--- src/rtl/division_rom_writer_pkg.sv ---
// Shared constants for the division table: entry layout, K range and the
// 10^K / 10^K+1 lookup tables also used by the solver.
package division_rom_writer_pkg;

   localparam int unsigned K_MAX       = 12;
   localparam int unsigned ENTRY_COUNT = 468;
   localparam int unsigned ADDR_W      = 10;
   localparam int unsigned XW          = 40;
   localparam int unsigned CW          = 41;
   localparam int unsigned ENTRY_W     = 96;

   localparam int unsigned XS_LSB    = 0;
   localparam int unsigned XE_LSB    = 40;
   localparam int unsigned VALID_BIT = 80;

   typedef enum logic [2:0] {
      S_IDLE,
      S_SETUP,
      S_DIV_LO,
      S_DIV_HI,
      S_CLAMP,
      S_WRITE,
      S_DONE
   } state_t;

   function automatic logic [XW-1:0] pow10(input logic [3:0] k);
      case (k)
         4'd0:    pow10 = 40'd1;
         4'd1:    pow10 = 40'd10;
         4'd2:    pow10 = 40'd100;
         4'd3:    pow10 = 40'd1000;
         4'd4:    pow10 = 40'd10000;
         4'd5:    pow10 = 40'd100000;
         4'd6:    pow10 = 40'd1000000;
         4'd7:    pow10 = 40'd10000000;
         4'd8:    pow10 = 40'd100000000;
         4'd9:    pow10 = 40'd1000000000;
         4'd10:   pow10 = 40'd10000000000;
         4'd11:   pow10 = 40'd100000000000;
         4'd12:   pow10 = 40'd1000000000000;
         default: pow10 = 40'd0;
      endcase
   endfunction

   // Repeated-half multiplier divisor: ID = x * (10^K + 1)
   function automatic logic [CW-1:0] const_k(input logic [3:0] k);
      const_k = {1'b0, pow10(k)} + 41'd1;
   endfunction

endpackage

--- src/rtl/division_rom_writer_div40_seq.sv ---
// Restoring radix-2 divider: 1 load cycle then 40 iterations, div_done pulses
// for one cycle with quotient/remainder final.
module div40_seq
   import division_rom_writer_pkg::*;
(
   input  logic          clk,
   input  logic          rst_n,
   input  logic          start,
   input  logic [XW-1:0] dividend,
   input  logic [CW-1:0] divisor,
   output logic [XW-1:0] quotient,
   output logic [CW-1:0] remainder,
   output logic          div_done
);

   logic [5:0]  cnt;
   logic        busy;
   logic [CW:0] trial;
   logic [CW:0] diff;

   always_comb begin
      trial = {remainder, quotient[XW-1]};
      diff  = trial - {1'b0, divisor};
   end

   always_ff @(posedge clk or negedge rst_n) begin
      if (!rst_n) begin
         quotient  <= '0;
         remainder <= '0;
         cnt       <= '0;
         busy      <= 1'b0;
         div_done  <= 1'b0;
      end else begin
         div_done <= 1'b0;
         if (start) begin
            quotient  <= dividend;
            remainder <= '0;
            cnt       <= 6'd40;
            busy      <= 1'b1;
         end else if (busy) begin
            if (trial >= {1'b0, divisor}) begin
               remainder <= diff[CW-1:0];
               quotient  <= {quotient[XW-2:0], 1'b1};
            end else begin
               remainder <= trial[CW-1:0];
               quotient  <= {quotient[XW-2:0], 1'b0};
            end
            cnt <= cnt - 6'd1;
            if (cnt == 6'd1) begin
               busy     <= 1'b0;
               div_done <= 1'b1;
            end
         end
      end
   end

endmodule

--- src/rtl/division_rom_writer.sv ---
// Streams ID ranges in and writes one (x_start, x_end, valid) entry per
// (range, K) into the division memory.
module division_rom_writer
   import division_rom_writer_pkg::*;
(
   input  logic                 clk,
   input  logic                 rst_n,
   input  logic                 in_valid,
   output logic                 in_ready,
   input  logic [XW-1:0]        in_lo,
   input  logic [XW-1:0]        in_hi,
   input  logic                 in_last,
   output logic                 wr_en,
   output logic [ADDR_W-1:0]    wr_addr,
   output logic [ENTRY_W-1:0]   wr_data,
   output logic [ADDR_W-1:0]    entries_written,
   output logic                 overflow,
   output logic                 done
);

   state_t              state, state_n;
   logic [3:0]          k, k_n;
   logic [XW-1:0]       lo_r, lo_n, hi_r, hi_n;
   logic                last_r, last_n;
   logic [XW-1:0]       q_lo, q_lo_n, q_hi, q_hi_n;
   logic                in_ready_n, wr_en_n, overflow_n, done_n;
   logic [ADDR_W-1:0]   wr_addr_n, entries_n;
   logic [ENTRY_W-1:0]  wr_data_n;

   logic                div_start_c;
   logic [XW-1:0]       div_dividend_c;
   logic [CW-1:0]       div_divisor_c;
   logic [XW-1:0]       quotient;
   logic [CW-1:0]       remainder;
   logic                div_done;
   logic [XW-1:0]       lo_min_c, hi_max_c, x_start_c, x_end_c;
   logic                full_c;

   div40_seq u_div (
      .clk       (clk),
      .rst_n     (rst_n),
      .start     (div_start_c),
      .dividend  (div_dividend_c),
      .divisor   (div_divisor_c),
      .quotient  (quotient),
      .remainder (remainder),
      .div_done  (div_done)
   );

   always_ff @(posedge clk or negedge rst_n) begin
      if (!rst_n) begin
         state           <= S_IDLE;
         k               <= '0;
         lo_r            <= '0;
         hi_r            <= '0;
         last_r          <= 1'b0;
         q_lo            <= '0;
         q_hi            <= '0;
         in_ready        <= 1'b0;
         wr_en           <= 1'b0;
         wr_addr         <= '0;
         wr_data         <= '0;
         entries_written <= '0;
         overflow        <= 1'b0;
         done            <= 1'b0;
      end else begin
         state           <= state_n;
         k               <= k_n;
         lo_r            <= lo_n;
         hi_r            <= hi_n;
         last_r          <= last_n;
         q_lo            <= q_lo_n;
         q_hi            <= q_hi_n;
         in_ready        <= in_ready_n;
         wr_en           <= wr_en_n;
         wr_addr         <= wr_addr_n;
         wr_data         <= wr_data_n;
         entries_written <= entries_n;
         overflow        <= overflow_n;
         done            <= done_n;
      end
   end

   always_comb begin
      state_n        = state;
      k_n            = k;
      lo_n           = lo_r;
      hi_n           = hi_r;
      last_n         = last_r;
      q_lo_n         = q_lo;
      q_hi_n         = q_hi;
      wr_en_n        = 1'b0;
      wr_addr_n      = wr_addr;
      wr_data_n      = wr_data;
      entries_n      = entries_written;
      overflow_n     = overflow;
      done_n         = done;
      div_start_c    = 1'b0;
      div_dividend_c = lo_r;
      div_divisor_c  = const_k(k);
      lo_min_c       = pow10(k - 4'd1);
      hi_max_c       = pow10(k) - 40'd1;
      x_start_c      = (q_lo < lo_min_c) ? lo_min_c : q_lo;
      x_end_c        = (q_hi > hi_max_c) ? hi_max_c : q_hi;
      full_c         = (32'(entries_written) + K_MAX) > ENTRY_COUNT;

      case (state)
         S_IDLE: begin
            if (in_valid && in_ready) begin
               lo_n    = in_lo;
               hi_n    = in_hi;
               last_n  = in_last;
               k_n     = 4'd1;
               state_n = S_SETUP;
            end else if (in_valid && full_c) begin
               overflow_n = 1'b1;
            end
         end
         S_SETUP: begin
            div_start_c    = 1'b1;
            div_dividend_c = lo_r;
            state_n        = S_DIV_LO;
         end
         S_DIV_LO: begin
            if (div_done) begin
               // Ceiling of lo / c
               q_lo_n         = quotient + XW'(remainder != '0);
               div_start_c    = 1'b1;
               div_dividend_c = hi_r;
               state_n        = S_DIV_HI;
            end
         end
         S_DIV_HI: begin
            if (div_done) begin
               q_hi_n  = quotient;
               state_n = S_CLAMP;
            end
         end
         S_CLAMP: begin
            wr_en_n   = 1'b1;
            wr_data_n = '0;
            if (x_start_c <= x_end_c) begin
               wr_data_n[XS_LSB +: XW] = x_start_c;
               wr_data_n[XE_LSB +: XW] = x_end_c;
               wr_data_n[VALID_BIT]    = 1'b1;
            end
            state_n = S_WRITE;
         end
         S_WRITE: begin
            wr_addr_n = wr_addr + ADDR_W'(1);
            entries_n = entries_written + ADDR_W'(1);
            if (k < 4'(K_MAX)) begin
               k_n     = k + 4'd1;
               state_n = S_SETUP;
            end else if (last_r) begin
               done_n  = 1'b1;
               state_n = S_DONE;
            end else begin
               state_n = S_IDLE;
            end
         end
         S_DONE: begin
            state_n = S_DONE;
         end
         default: state_n = S_IDLE;
      endcase

      in_ready_n = (state_n == S_IDLE) && !done_n &&
                   ((32'(entries_n) + K_MAX) <= ENTRY_COUNT);
   end

endmodule

--- config.mk ---
export PLATFORM = sky130hd
export DESIGN_NAME = division_rom_writer
export DESIGN_NICKNAME = d
export VERILOG_FILES = /design/src/rtl/division_rom_writer_pkg.sv /design/src/rtl/division_rom_writer_div40_seq.sv /design/src/rtl/division_rom_writer.sv
export SDC_FILE = /design/constraint.sdc
export NUM_CORES = 1
export LEC_CHECK = 0
export CORE_MARGIN = 4
export CORE_UTILIZATION = 45
export DETAILED_ROUTE_END_ITERATION = 16
export GPL_ROUTABILITY_DRIVEN = 0
export GPL_TIMING_DRIVEN = 0
export RECOVER_POWER = 25
export SETUP_SLACK_MARGIN = 0.02
export SKIP_LAST_GASP = 1
export SYNTH_ARGS = -nofsm -noshare
export SYNTH_HDL_FRONTEND = slang
export SYNTH_SLANG_ARGS = --single-unit
--- constraint.sdc ---
create_clock -name clk -period 9.1 [get_ports clk]
set_input_delay 2.275 -clock clk [delete_from_list [all_inputs] [get_ports clk]]
set_output_delay 2.275 -clock clk [all_outputs]
set_load 0.01 [all_outputs]
# Word-level counts from Yosys, hierarchy flattened
# Memory sizes are Yosys's and may differ from the RTL's.
# Cells that the tools add are included.
totals:
  reg_bits: 362
  latchBits: 0
  mem_bits_rw: 0
  rom_bits: 1920
  input_bits: 84
  out_inout_bits: 120
  wordCells: 100
  n_memories: 3
op_classes:
  n_addsub: 11
  n_mul: 0
  div_mod_pow: 0
  magnitude_cmp: 7
  eq_ne: 9
  shifts: 0
  n_mux: 35
  n_bitwise: 1
  n_reduce_logical: 15
mem_list:
  columns: ["memory", "depth", "word_bits", "read_ports", "rd_ports_with_merged_regs", "write_ports", "line_no", "text"]
  rows:
  - ["(no name shown)", 16, 40, 1, 0, 0, "division_rom_writer_pkg.sv:27", "case (k)"]
  - ["(no name shown)", 16, 40, 1, 0, 0, "division_rom_writer_pkg.sv:27", null]
  - ["(no name shown)", 16, 40, 1, 0, 0, "division_rom_writer_pkg.sv:27", null]
ops:
  columns: ["op", "n"]
  rows:
  - ["40-bit two-way mux", 6]
  - ["41-bit two-way mux", 3]
  - ["81-bit two-way mux", 1]
  - ["42-bit by 41-bit >= comparator with 1-bit output", 1]
  - ["40-bit by 1-bit adder with 41-bit output, second input constant", 1]
  - ["41-bit nonzero test", 1]
  - ["41-bit subtractor", 1]
  - ["40-bit by 1-bit adder with 40-bit output", 1]
  - ["40-bit greater-than comparator", 1]
  - ["40-bit less-or-equal comparator", 1]
  - ["40-bit less-than comparator", 1]
  - ["40-bit by 1-bit subtractor with 40-bit output, second input constant", 1]
  - ["10-bit by 4-bit adder with 11-bit output, second input constant", 2]
  - ["3-bit case mux with 7 select lines", 1]
  - ["10-bit by 1-bit adder with 10-bit output, second input constant", 2]
  - ["3-bit two-way mux", 5]
  - ["1-bit two-way mux", 12]
  - ["6-bit two-way mux", 2]
  - ["11-bit by 9-bit greater-than comparator with 1-bit output, second input constant", 1]
  - ["11-bit by 9-bit less-or-equal comparator with 1-bit output, second input constant", 1]
  - ["10-bit two-way mux", 1]
  - ["3-bit == test, second input constant", 3]
  - ["4-bit two-way mux", 2]
  - ["4-bit case mux with 2 select lines", 1]
  - ["other kinds (16)", 26]

# Logic depth before layout (Yosys ltp)
depth:
  word_depth: 6
  ltp_mapped: 34
  mapped_depth_nobuf: 29

# Cells and area by module
# A second synthesis with hierarchy kept.
unflattened:
  hier_cells: 2716
  area_unflattened_um2: 23802.8
modules_own_cells:
  columns: ["mod", "n_inst", "cells_each", "area_per_inst_um2", "seq_area_each_um2"]
  rows:
  - ["division_rom_writer", 1, 1882, 17010.1, 6831.6]
  - ["div40_seq", 1, 834, 6792.8, 2227.1]

# Least setup slack after synthesis
# Ideal clock, no wire load.
synth_path:
  path_type: "reg2reg"
  from: "reg k[3]"
  to: "reg wr_data[40]"
  setup_ps: 66
  arrival_time_ps: 6515
  t_required_ps: 9034
  setup_slack_ps: 2519
  path_stages_with_launch: 33
  n_path_buf: 6
  synth_period_minus_slack_ps: 6581
  cell_sequence: "dfrtp_1 -> buf_2 -> buf_1 -> clkbuf_1 -> buf_1 -> nor2_1 -> nand2_1 -> ha_1 -> o21ai_0 -> nor3b_2 -> and2b_1 -> nand2_2 -> nand2_1 -> inv_1 -> ha_1 -> nand4_1 -> nor4_1 -> o31ai_1 -> a31oi_1 -> a2bb2oi_1 -> buf_2 -> mux2_2 -> ha_1 -> a21o_1 -> a21o_1 -> a21oi_1 -> nor2_1 -> a211oi_1 -> o211a_1 -> o21ai_0 -> a21oi_1 -> buf_2 -> a22o_1"
synth_between:
  elab_chain_cells: 6
  word_cells_on_any_way: 10
  cone_classes: "add/sub: 2; order compare: 3; mux: 3; memory: 2"
synth_lines:
  columns: ["element", "line_no", "text"]
  rows:
  - ["start: declaration", "division_rom_writer.sv:22", "logic [3:0] k, k_n;"]
  - ["start signal: assignment", "division_rom_writer.sv:68", "k <= k_n;"]
  - ["memory read 16 x 40 bit / 4-bit by 1-bit subtractor with 4-bit output (equally long branches)", null, null]
  - ["40-bit by 1-bit subtractor with 40-bit output / memory read 16 x 40 bit (equally long branches)", null, null]
  - ["40-bit greater-than comparator / 40-bit less-than comparator (equally long branches)", "division_rom_writer.sv:104, division_rom_writer.sv:103", null]
  - ["40-bit two-way mux (on tied branches)", "division_rom_writer.sv:104, division_rom_writer.sv:103", null]
  - ["40-bit less-or-equal comparator", "division_rom_writer.sv:142", "if (x_start_c <= x_end_c) begin"]
  - ["81-bit two-way mux (*)", "division_rom_writer.sv:142", null]
  - ["end signal: assignment", "division_rom_writer.sv:77", "wr_data <= wr_data_n;"]
  - ["end: declaration", "division_rom_writer.sv:15", "output logic [ENTRY_W-1:0] wr_data,"]
# Mark *: on every way between the ends. The rest lies on a longest branch, timed or not.
# A chain may end at the register's enable or synchronous reset.

# Final worst setup path
layout_path:
  from: "reg k[3]"
  to: "reg wr_data[55]"
# Same word-level chain as after synthesis.

==> results.md <==
* Psw at about 0.76 mW
* Worst-Margin Slew at 4.47 ns
* Post-layout util at 0.537
* Slew Limit Fails at approximately 370
* Status: finished, violations left
* # DRC at 0
* RSZ-0062 raised after global routing: false
* Crit. End Element: flip-flop
* Die Area at 55,300 µm²
* Multi-input logic area at around 13,000 µm²
* Pre-CTS WS at about 0.5 ns
* Post-DRT Antenna Nets at 0
* Most used DFF post-synth: dfrtp_1
* Post-synth EDFFs at 0
* CTS tree: yes
* N_diodes at 0
* Crit-path max FO at 10
* Post-synthesis simple-gate area fraction at 0.183
* Clock root buffer: clkbuf_16
* Critical path's largest stage delay at around 0.65 ns
* CP Launch Type: flip-flop
* First-pass GRT wire length at between 100,000 and 150,000 µm
* PwrDens at around 130 nW/µm²
* WP data required at 9.55 ns
* Setup Crit Path Kind: reg2reg
* Leak pwr at 13.9 nW
* Placed inst area at about 26,000 µm²
* Site Rows at slightly above 80
* Clk_skew at between 0.03 and 0.04 ns
* Adder-cell share of the synthesized area at 0.100
* Worst-skew pair later-pin latency at ~0.6 ns
* Largest family of logic cells by synthesized area: simple AND/OR/NAND/NOR gates
* Max Root-Sink Buffers at 3
* Synthesis-stage register bit count at between 300 and 400
* Post-synth cell types at 82
* Fill cell count at roughly 4,800
* Routed wl met3 at roughly 4500 µm
* Dpl hpwl at just under 60,000 µm
* Post-synthesis sequential area ratio at 0.390
* Fin area at ~27,000 µm²
* Worst hold slack at approximately 0.47 ns
* Share of cells above drive strength 1 at 0.0686
* Max-cap viol count at 4
* CP max-delay cell: or4_1
* Register area at approximately 9000 µm²
* Final nets at 3,228
* Post-route total power at ~3.5 mW
* H-Tree Depth at 2
* Placed Cells at around 3,600
* CTS buffer count at 42
* Pre-antenna DRT Iters at 7
* Flop pwr share at 0.467
* Worst Hold Class: reg2reg
* Worst relative slew slack at -1.98
* Met2 routed WL at roughly 33,000 µm
* Failing checks: capacitance limit, slew limit
* Sw Ratio at 0.221
* Setup_tns at 0 ns
* Mean Syn Cell Area at 8.57 µm²
* Non-Filler Instances at between 3,000 and 4,000
* Max Fclk at between 0.1 and 0.15 GHz
* Yosys synthesis warning count at 0
* CP top delay family: simple AND/OR/NAND/NOR gates
* Core area at slightly above 50,000 µm²
* Async SR Flop Fraction at 1.00
* Proportion of power drawn by the clock network at 0.511
* Xor and xnor area share after synthesis at 0.0442
* Post-CTS Setup Inserts at 0
* Chip height at 235 µm
* Fraction of the cycle the final worst path needs at 0.927
* Post-synthesis mux area share at 0.0661
* Final wirelength at 73,600 µm
* Worst setup margin at about 0.67 ns
* Global route overflow at 0
* Power share of the combinational group at 0.022
* Starting Density at 0.454
* Die Width at between 200 and 250 µm
* Avg WL per Cell at roughly 20 µm
* Mapped Area at approximately 23,000 µm²
* Vias at 20,600
* Final setup vio count at 0
* Highest routing layer actually used: met4
* Avg Vias per Cell at between 5 and 6
* Clock transition at the registers of the reported paths at around 0.07 ns
* Endpoints failing hold at 0
* Io pins at 204
* Mapped Cells at ~2,700
* Initial antenna violation count at 0
* All-Layer GR Usage at 0.260
* IO Port Bufs at around 190
* 1st-iter DRT viols at approximately 1,800
* Internal Pwr Total at 2.69 mW
* Arrival time at the worst endpoint at between 8 and 9 ns
* Compound-Gate Fraction of Synth Area at 0.162
* Metal-1 WL at 34,100 µm
* Period minus WS final at between 8 and 9 ns
* Area Growth Syn to Fin at 18.3%
* Vias in the first global route at 20,200
* Maximum VDD drop at about 120 µV
* Worst path bufs/invs at 7
* Largest net degree at the start of global routing at 119
* Sink Count at 362
==> cell type report <==
class                      instances  area share
clock inverter                    18      0.0100
inverter                         140      0.0192
clock buffer                      56      0.0420
multi-input combinational       2063       0.473
sequential                       362       0.330
buffer                           159      0.0267
tap                              680      0.0310
timing repair buffer             191      0.0691
==> placed cells by master (no fill, tap or decap), types with 8 or more instances in the layout <==
cell type        synthesis  layout
a31oi_1                 13      13
a22oi_1                 14      14
nand2_1                565     565
nand3_1                 40      40
clkbuf_2                 0       8
and4_1                  11      11
a21oi_1                243     242
a22o_1                  17      17
buf_2                   17      14
mux2_4                  12      12
mux2_2                  59      59
buf_1                   11       9
buf_4                   18      18
clkbuf_1               108     115
and2_1                  13      13
dfrtp_1                362     362
o21ai_1                 26      26
nor2b_1                 15      15
clkbuf_16                0      42
a211oi_1                26      26
and3_1                  13      13
conb_1                   2      16
inv_1                  137     137
o21ai_0                165     165
xnor2_1                 66      66
clkdlybuf4s50_1          0     187
nor3_1                  26      26
xor2_1                  48      48
nor2_1                 165     165
a21o_1                  55      55
o21bai_1                 9       9
clkinv_2                 0       8
nand2b_1                15      15
nor4_1                  17      16
mux2i_1                 69      67
nand4_1                 56      56
ha_1                   184     184
==> power by group through the flow <==
stage	clock, mW	sequential [mW]	combinational, mW
floorplan	0	1.64	0.00848
CTS	1.80	1.61	0.0835
detailed placement	0	1.64	0.0833
global route	1.87	1.61	0.0866
finish	1.76	1.61	0.0764
global placement	0	1.64	0.0777
==> sequential cells by signal, indices dropped and copies added, names as in the netlist <==
| signal | count |
|---|---|
| wr_data | 81 |
| u_div.remainder | 41 |
| hi_r | 40 |
| lo_r | 40 |
| q_hi | 40 |
| q_lo | 40 |
| u_div.quotient | 40 |
| entries_written | 10 |
| wr_addr | 10 |
| u_div.cnt | 6 |
| k | 4 |
| state | 3 |
| done | 1 |
| in_ready | 1 |
| last_r | 1 |
| overflow | 1 |
| u_div.busy | 1 |
| u_div.div_done | 1 |
| wr_en | 1 |
==> cells by family after synthesis <==
kind of cell	after synthesis
AOI/OAI and AO/OA	636
buffers and inverters	299
adders and majority gates	185
DFF	362
and+or+nand+nor	971
muxes	140
other	2
xor gates and xnor gates	115
==> cells in the mapped netlist (14+ instances only) <==
cell      count  area, µm²
nand2_1     565       2120
dfrtp_1     362       9060
a21oi_1     243       1220
ha_1        184       2300
nor2_1      165        619
o21ai_0     165        826
inv_1       137        514
clkbuf_1    108        405
mux2i_1      69        691
xnor2_1      66        578
mux2_2       59        664
nand4_1      56        350
a21o_1       55        413
xor2_1       48        420
nand3_1      40        200
a211oi_1     26        195
nor3_1       26        130
o21ai_1      26        130
buf_4        18        135
a22o_1       17        149
buf_2        17       85.1
nor4_1       17        106
nand2b_1     15       93.8
nor2b_1      15       93.8
a22oi_1      14        105
==> layer usage <==
layer,vias to the layer above,GRT usage
li1,9871,-
met1,9901,0.378
met2,708,0.410
met3,103,0.0335
met4,0,0.0705
met5,-,0
==> worst reg2reg max path, delay by kind of cell (launching register included) <==
kind	cells	cell delay, ns
flip-flops	1	0.31
AND/OR/NAND/NOR	11	2.91
adder cells (fa/ha/maj)	3	0.79
AO/OA/AOI/OAI	8	1.70
buffers and inverters	7	2.18
multiplexers	1	0.44
==> worst paths after layout <==
| check | end | start | cells after the start | slack [ns] |
|---|---|---|---|---|
| min in group asynchronous | wr_en | rst_n | 1 | 2.06 |
| setup / recovery | wr_data[55] | k[3] | 30 | 0.67 |
| setup reg to reg | wr_data[55] | k[3] | 30 | 0.67 |
| hold reg to reg | hi_r[23] | hi_r[23] | 2 | 0.47 |
| hold / removal | hi_r[23] | hi_r[23] | 2 | 0.47 |
| max in group asynchronous | u_div.remainder[22] | rst_n | 2 | 1.85 |
==> what timing repair did <==
action | 4_1_cts | 5_1_grt
hold buffers | 0 | 0
gates resized for setup | 0 | 18
setup endpoints to repair | 0 | 70
No activity file was read; power rests on OpenSTA's default activity.
